$ cat src/rtl/music_pkg.sv
// music_pkg
// Shared definitions for the song sequencer slice: field widths for note,
// duration, per-song index and song select, the end-of-song duration
// marker, and the sequencer state encoding.
package music_pkg;

  localparam int NOTE_BITS     = 6;
  localparam int DUR_BITS      = 6;
  localparam int ADDR_BITS     = 5;
  localparam int SONG_BITS     = 2;
  localparam int ROM_ADDR_BITS = SONG_BITS + ADDR_BITS;
  localparam int ROM_DATA_BITS = NOTE_BITS + DUR_BITS;

  // A duration of zero terminates a song early.
  localparam logic [DUR_BITS-1:0] END_MARKER = '0;

  typedef enum logic [2:0] {
    IDLE,
    FETCH,
    LATCH,
    WAIT,
    ADVANCE,
    DONE
  } state_t;

endpackage

$ cat src/rtl/song_reader_if.sv
// song_reader_if
// Handshake bundle between the play controller / note_player side and the
// song_reader sequencer.
//   play        controller -> reader  level, allowed to fetch/issue notes
//   reset_play  controller -> reader  one-cycle restart pulse
//   song        controller -> reader  song select
//   note_done   player     -> reader  one-cycle "note finished" pulse
//   new_note    reader -> player      one-cycle strobe, note/duration valid
//   note        reader -> player      registered note code
//   duration    reader -> player      registered duration
//   song_done   reader -> controller  one-cycle end-of-song pulse
// master = controller/player side, slave = song_reader.
interface song_reader_if;

  logic                               play;
  logic                               reset_play;
  logic [music_pkg::SONG_BITS-1:0]    song;
  logic                               note_done;
  logic                               new_note;
  logic [music_pkg::NOTE_BITS-1:0]    note;
  logic [music_pkg::DUR_BITS-1:0]     duration;
  logic                               song_done;

  modport master (
    output play, reset_play, song, note_done,
    input  new_note, note, duration, song_done
  );

  modport slave (
    input  play, reset_play, song, note_done,
    output new_note, note, duration, song_done
  );

endinterface

$ cat src/rtl/song_rom.sv
// song_rom
// 128 x 12 song table with a registered output (one-cycle read latency).
// Address is {song, index}, data is {note, duration}.
//   clk   in   system clock
//   addr  in   {song, index}
//   data  out  {note, duration}, valid the cycle after addr is presented
// Song contents:
//   song 0: 32 entries, note = i+1, duration = i+1 (no end marker)
//   song 1: 9 entries, note = i+20, duration 3; end marker at index 9
//   song 2: entry 0 = {17, 8}; others note = i+32, duration = i+1
//   song 3: 16 rests of duration 4; end marker at index 16
module song_rom
  import music_pkg::*;
(
  input  logic                     clk,
  input  logic [ROM_ADDR_BITS-1:0] addr,
  output logic [ROM_DATA_BITS-1:0] data
);

  function automatic logic [ROM_DATA_BITS-1:0] entry(
    input logic [SONG_BITS-1:0] s,
    input logic [ADDR_BITS-1:0] i
  );
    logic [NOTE_BITS-1:0] n;
    logic [DUR_BITS-1:0]  d;
    n = '0;
    d = END_MARKER;
    case (s)
      2'd0: begin
        n = NOTE_BITS'(i) + NOTE_BITS'(1);
        d = DUR_BITS'(i) + DUR_BITS'(1);
      end
      2'd1: begin
        if (i < ADDR_BITS'(9)) begin
          n = NOTE_BITS'(i) + NOTE_BITS'(20);
          d = DUR_BITS'(3);
        end
      end
      2'd2: begin
        if (i == '0) begin
          n = NOTE_BITS'(17);
          d = DUR_BITS'(8);
        end else begin
          n = NOTE_BITS'(i) + NOTE_BITS'(32);
          d = DUR_BITS'(i) + DUR_BITS'(1);
        end
      end
      default: begin
        if (i < ADDR_BITS'(16)) begin
          n = '0;
          d = DUR_BITS'(4);
        end
      end
    endcase
    return {n, d};
  endfunction

  // Plain ROM: no reset needed, the sequencer only trusts data in LATCH.
  always_ff @(posedge clk) begin
    data <= entry(addr[ROM_ADDR_BITS-1:ADDR_BITS], addr[ADDR_BITS-1:0]);
  end

endmodule

$ cat src/rtl/song_reader.sv
// song_reader
// Note sequencer: walks the selected song in song_rom and hands each
// note/duration pair to note_player with a one-cycle new_note strobe, waits
// for note_done before the next fetch, and pulses song_done at end of song.
// Pausing (play low) takes effect between notes only.
//   clk    in  system clock
//   reset  in  asynchronous active-high reset
//   bus    slave side of song_reader_if (play, reset_play, song, note_done
//          in; new_note, note, duration, song_done out)
module song_reader
  import music_pkg::*;
(
  input  logic         clk,
  input  logic         reset,
  song_reader_if.slave bus
);

  state_t                   state;
  logic [ADDR_BITS-1:0]     index;
  logic [ROM_ADDR_BITS-1:0] rom_addr;
  logic [ROM_DATA_BITS-1:0] rom_data;
  logic [NOTE_BITS-1:0]     rom_note;
  logic [DUR_BITS-1:0]      rom_dur;
  logic                     new_note_q;
  logic [NOTE_BITS-1:0]     note_q;
  logic [DUR_BITS-1:0]      dur_q;
  logic                     song_done_q;

  // Song select is sampled live so a song change lands on the next fetch.
  assign rom_addr = {bus.song, index};
  assign rom_note = rom_data[ROM_DATA_BITS-1:DUR_BITS];
  assign rom_dur  = rom_data[DUR_BITS-1:0];

  song_rom u_rom (
    .clk  (clk),
    .addr (rom_addr),
    .data (rom_data)
  );

  // Single FSM register block. Strobes default low every cycle so each is
  // exactly one cycle wide; reset_play outranks every state.
  always_ff @(posedge clk or posedge reset) begin
    if (reset) begin
      state       <= IDLE;
      index       <= '0;
      new_note_q  <= 1'b0;
      note_q      <= '0;
      dur_q       <= '0;
      song_done_q <= 1'b0;
    end else begin
      new_note_q  <= 1'b0;
      song_done_q <= 1'b0;
      if (bus.reset_play) begin
        state  <= IDLE;
        index  <= '0;
        note_q <= '0;
        dur_q  <= '0;
      end else begin
        case (state)
          IDLE: begin
            if (bus.play) state <= FETCH;
          end
          FETCH: begin
            state <= LATCH;
          end
          LATCH: begin
            if (rom_dur == END_MARKER) begin
              song_done_q <= 1'b1;
              state       <= DONE;
            end else begin
              note_q     <= rom_note;
              dur_q      <= rom_dur;
              new_note_q <= 1'b1;
              state      <= WAIT;
            end
          end
          WAIT: begin
            if (bus.note_done) state <= ADVANCE;
          end
          ADVANCE: begin
            if (index == '1) begin
              song_done_q <= 1'b1;
              state       <= DONE;
            end else begin
              index <= index + ADDR_BITS'(1);
              state <= bus.play ? FETCH : IDLE;
            end
          end
          DONE: begin
            index <= '0;
            state <= IDLE;
          end
          default: begin
            state <= IDLE;
          end
        endcase
      end
    end
  end

  assign bus.new_note  = new_note_q;
  assign bus.note      = note_q;
  assign bus.duration  = dur_q;
  assign bus.song_done = song_done_q;

endmodule

$ cat src/flat_wrapper.sv
// flat-port wrapper written by rule: the top's interface ports become plain ports
module song_reader_flat import music_pkg::*;
  (clk, reset, bus_play, bus_reset_play, bus_song, bus_note_done, bus_new_note, bus_note, bus_duration, bus_song_done);
  song_reader_if bus_i ();
  input  logic clk;
  input  logic reset;
  input wire logic [$bits(bus_i.play)-1:0] bus_play;
  input wire logic [$bits(bus_i.reset_play)-1:0] bus_reset_play;
  input wire logic [$bits(bus_i.song)-1:0] bus_song;
  input wire logic [$bits(bus_i.note_done)-1:0] bus_note_done;
  output wire logic [$bits(bus_i.new_note)-1:0] bus_new_note;
  output wire logic [$bits(bus_i.note)-1:0] bus_note;
  output wire logic [$bits(bus_i.duration)-1:0] bus_duration;
  output wire logic [$bits(bus_i.song_done)-1:0] bus_song_done;
  assign bus_i.play = bus_play;
  assign bus_i.reset_play = bus_reset_play;
  assign bus_i.song = bus_song;
  assign bus_i.note_done = bus_note_done;
  assign bus_new_note = bus_i.new_note;
  assign bus_note = bus_i.note;
  assign bus_duration = bus_i.duration;
  assign bus_song_done = bus_i.song_done;
  song_reader u_core (.clk(clk), .reset(reset), .bus(bus_i));
endmodule
$ cat config.mk
export PLATFORM = sky130hd
export DESIGN_NAME = song_reader_flat
export DESIGN_NICKNAME = d
export VERILOG_FILES = /design/src/rtl/music_pkg.sv /design/src/rtl/song_reader_if.sv /design/src/rtl/song_rom.sv /design/src/rtl/song_reader.sv /design/src/flat_wrapper.sv
export SDC_FILE = /design/constraint.sdc
export NUM_CORES = 1
export LEC_CHECK = 0
export CAP_MARGIN = 40
export CORE_UTILIZATION = 47
export DETAILED_ROUTE_END_ITERATION = 16
export PLACE_DENSITY = 0.71
export SLEW_MARGIN = 30
export SYNTH_ARGS = -nofsm -noshare
export SYNTH_HDL_FRONTEND = slang
export SYNTH_SLANG_ARGS = --single-unit
$ cat constraint.sdc
create_clock -name clk -period 4.75 [get_ports clk]
set_input_delay 0.95 -clock clk [delete_from_list [all_inputs] [get_ports clk]]
set_output_delay 0.95 -clock clk [all_outputs]
set_load 0.01 [all_outputs]
[Yosys cells after proc, flatten, opt, wreduce, memory -nomap -nowiden]
Cells that the tools add are included.
Operators by class
  magnitude comparators: 2
  muxes and demuxes: 30
  equal/unequal tests: 12
  add/subtract/negate cells: 4
  reduce and logical (&&, ||, !) cells: 9
Operators with widths (number)
  2-to-1 mux 6 bit: 9
  case mux 6 bit (3 select lines): 2
  2-to-1 mux 3 bit: 6
  case mux 3 bit (5 select lines): 1
  2-to-1 mux 5 bit: 2
  case mux 5 bit (2 select lines): 1
  != test 3 bit, second input constant: 3
  2-to-1 mux 1 bit: 7
  adder 5 x 1 -> 6 bit, second input constant: 1
  adder 5 x 5 -> 6 bit, second input constant: 1
  adder 5 x 6 -> 6 bit, second input constant: 1
  == test 3 x 2 -> 1 bit, second input constant: 2
  == test 3 bit, second input constant: 2
  logical NOT 6 bit: 1
  AND reduction 2 bit: 3
  adder 5 x 1 -> 5 bit, second input constant: 1
  == test 5 bit, second input constant: 1
  logical NOT 5 bit: 1
  < comparator 5 x 4 -> 1 bit, second input constant: 1
  < comparator 5 bit, second input constant: 1
  == test 3 x 1 -> 1 bit, second input constant: 1
  logical NOT 3 bit: 1
  nonzero test 3 bit: 1
  == test 2 x 1 -> 1 bit, second input constant: 1
  6 further kinds: 6
Word-level totals
  bits in registers: 34
  output and inout port bits: 14
  word-level logic and storage cells: 64
  input bits: 7

[Logic depth before layout (Yosys ltp)]
  depth in word-level cells: 4
  gate-level depth with buffers: 6
  gate-level depth less buffers: 6

[Cells and area by module]
From an unflattened synthesis, not the netlist that was laid out.
Unflattened totals
  cells, all modules: 164
  area, all modules: 1660.3 µm²
Modules (own cells, without submodules)
  song_reader: cells each 103, instances 1, seq. area each 550.5 µm², area an instance 1082.3 µm²
  song_rom: cells each 61, instances 1, seq. area each 240.2 µm², area an instance 578.1 µm²

[Least setup slack after synthesis]
Ideal clock, no wire load.
  path type: input to register
  start: in bus_song[0]
  end: reg u_core.u_rom.data[0]
  arrival time: 1.632 ns
  setup time: 0.117 ns
  stages on the path: 4
  path buffers: 1
  path slack: 3.002 ns
  required time: 4.633 ns
  cell sequence: clkbuf_1 > nor2_1 > a21o_1 > a22o_1
Between the ends
  word-level cells in the longest chain between the ends: 2
  elaborated cells between the ends (all ways): 4
  classes of those cells: eq/ne: 2; mux: 1; reduce/logical: 1
RTL lines
  start: declaration: RTL line flat_wrapper.sv:9  | input wire logic [$bits(bus_i.song)-1:0] bus_song;
  == test 2 bit (tied with other cells): RTL line song_rom.sv:28  | case (s)
  case mux 6 bit (3 select lines) *: RTL line song_rom.sv:28
  end signal: assignment: RTL line song_rom.sv:60  | data <= entry(addr[ROM_ADDR_BITS-1:ADDR_BITS], addr[ADDR_BITS-1:0]);
  end: declaration: RTL line song_rom.sv:17  | output logic [ROM_DATA_BITS-1:0] data
Mark *: on every way between the ends. The rest lies on a longest branch, timed or not.
A chain may end at the register's enable or synchronous reset.

[Worst setup path in the final report]
  start: in bus_song[0]
  end: reg u_core.u_rom.data[8]
Same word-level chain as after synthesis.

==> reports/metrics.yaml <==
holdBufCountCts: 0
row_count: 21
worstSetupStartpointType: "primary input"
vias: 1315
min_period_ns: 2.24
design_power_total_uw: 592
rr_worst_depth: 6
drv_cap: 0
first_pass_iters: 4
met3_usage_pct: 4.17
hp-class: "reg2reg"
grt_pass1_vias: 1247
final_cell_area_mm2: 0.00208
worstHoldPathCells: 2
criticalPathCategory: "in2reg"
cts_tree: "built"
hold_viol_final: 0
syn_nets: 182
reg2reg_from: "u_core.index[0]$_DFFE_PP0P_"
holdWs_ns: 0.458
cts-root-buf: "clkbuf_8"
maxSlewViolCount: 0
grt_max_degree: 34
fillers: 288
dieArea_mm2: 0.00398
drt_wl_total_mm: 3.30
final_cells: 237
post-route-util_pct: 60.6
cts_setup_buffers: 0
synthCells: 170
layout.nets: 202
drtIter0Drc: 55
yosysSeqAreaShare_pct: 45.1
rsz0062_at_grt: "no"
cts_resized: 0
drive_gt1_share_pct: 7.85
syn_area_per_cell_um2: 10.3
die_y_um: 63.1
antenna_found_initial: 0
cp-startpoint: "bus_song[0]"
wire_per_inst_um: 13.9
ir_drop_v: 0.000207
core_mm2: 0.00344
hold_start: "u_core.u_rom.data[11]$_DFF_P_"
hpwl_mm: 2.37
clockBufferDepth: 2
worst_pin_slew_ns: 0.595
syn_area_mm2: 0.00175
post-place-cells: 227
p_per_area_mw_per_mm2: 284
globalplace.congestion: 0.896
path_clk_slew_ns: 0.07
busiest_layer: "met2"
fin_crit_sh_pct: 47.1
cts.sinks: 34
status: "finished, final reports clean"
clk_latency_ns: 0.28
p_leak_nw: 0.851
chipWidth_um: 63.1
htree_levels: 2
numCtsBuffers: 5
met2_usage_pct: 29.3
setup_viol: 0
dpl_cell_area_mm2: 0.00197
fin_worst_skew_ns: 0.00699
port_buffers: 20
grtUsageMet1_pct: 23.6
setup_ws_ns: 2.51
seq_area_um2: 791
multi_input_area_um2: 885
drc_errors: 0
io_pins: 21
yosysWarnings: 0
n_antenna_cell: 0
drtAntennaViolNets: 0
end_kind: "register"
cp.required_ns: 4.95
gr-usage-all-layers_pct: 18.7
crit_fanout: 13
pre_cts_slack_ns: 2.02
start_util_pct: 51.0
ys_ff_latch: 34
avgViaCountPerCell: 5.55
yosysUniqueCellTypes: 42
relSlewSlack_pct: 60.4
tns_ns: 0
fmax_mhz: 447
area_delta_synth_final_pct: 18.8
grt-ovfl-total: 0
arrival_ns: 2.44
grt_pass1_wl_mm: 5.74
-- power breakdown --
group | switching, mW | total [mW] | internal, mW | leakage, nW
Sequential | 0.0101 | 0.307 | 0.297 | 0.404
Clock | 0.101 | 0.217 | 0.116 | 0.0472
Combinational | 0.0348 | 0.0676 | 0.0328 | 0.400
-- logic make-up after synthesis --
group | after synthesis | share of synthesized area [%]
AOI/OAI and AO/OA | 33 | 15.0
xor gates and xnor gates | 2 | 0.999
adders and majority gates | 5 | 3.57
buffers and inverters | 17 | 4.49
DFF | 34 | 45.1
muxes | 13 | 7.42
and+or+nand+nor | 66 | 23.5
-- layout make-up --
class	count	area share, %
Timing Repair Buffer	23	11.0
Sequential cell	34	37.9
Tap cell	46	2.76
Clock inverter	2	0.600
Multi-Input combinational cell	119	42.4
Inverter	7	1.26
Clock buffer	6	3.96
-- synthesized netlist by cell type --
master	n	area share (%)
a31oi_1	1	0.36
dfxtp_1	12	14
a21oi_1	6	1.7
nand4b_1	2	1.0
nor2b_1	7	2.5
buf_4	1	0.43
nor3b_2	1	0.71
a22oi_1	2	0.86
ha_1	5	3.6
nor4_4	1	1.2
a22o_1	4	2.0
inv_1	7	1.5
clkbuf_1	5	1.1
o22ai_1	1	0.36
nand2b_1	23	8.2
or4_1	1	0.43
and3_1	2	0.71
or3_1	2	0.71
a2bb2oi_1	2	1.0
nor2_1	6	1.3
dfrtp_1	22	31
a32oi_1	2	1.0
nand3b_1	3	1.3
o311ai_1	1	0.50
a211oi_1	1	0.43
buf_2	3	0.86
and2_1	2	0.71
o31ai_1	2	0.86
or2b_1	4	1.7
o2bb2ai_1	1	0.50
a21o_1	3	1.3
o31ai_2	1	0.71
a41oi_1	1	0.50
nand2_1	6	1.3
buf_6	1	0.64
nand3_1	6	1.7
xnor2_1	2	1.0
a2111oi_4	1	1.6
o21ai_0	2	0.57
o32ai_1	1	0.50
o21ai_1	1	0.29
mux2i_1	13	7.4
-- cells in the final DEF, fill, tap and decap left out, drive strengths merged, types with 2 or more instances in the layout --
cell type,count
nand2b,23
dfrtp,22
clkdlybuf4s50,20
mux2i,13
dfxtp,12
inv,7
nor2b,7
nor2,6
nand3,6
a21oi,6
nand2,6
clkbuf,6
ha,5
or2b,4
a22o,4
nand3b,3
a21o,3
o21ai,3
o31ai,3
buf,3
a32oi,2
nand4b,2
and2,2
and3,2
xnor2,2
or3,2
a22oi,2
a2bb2oi,2
-- registers in the layout (all words and copies together) (netlist names) --
register / flops
u_core.u_rom.data: 12
u_core.bus.duration: 6
u_core.bus.note: 6
u_core.index: 5
u_core.state: 3
u_core.bus.new_note: 1
u_core.bus.song_done: 1
-- metal layers --
metal	wire length, um	part of all wire, %	up-vias
met5	0	0	-
met4	79	2.4	0
met3	95	2.9	7
met2	1520	46	29
met1	1610	49	641
li1	-	-	638
-- worst paths after layout --
| path | slack, ns | to |
|---|---|---|
| worst max-delay path | 2.51 | u_core.u_rom.data[8]$_DFF_P_ |
| worst min-delay path | 0.46 | u_core.bus.note[5]$_DFFE_PP0P_ |
| worst max register to register | 2.94 | u_core.index[4]$_DFFE_PP0P_ |
| worst min register to register | 0.46 | u_core.bus.note[5]$_DFFE_PP0P_ |
| max in group asynchronous | 3.32 | u_core.bus.note[5]$_DFFE_PP0P_ |
| min in group asynchronous | 0.97 | u_core.bus.new_note$_DFF_PP0_ |
-- critical path, stage by stage --
cell             delay [ns]
clkdlybuf4s50_1        0.72
nor3b_2                0.44
nand2_1                0.13
a32oi_1                0.19
(Power assumes the default switching activity.)
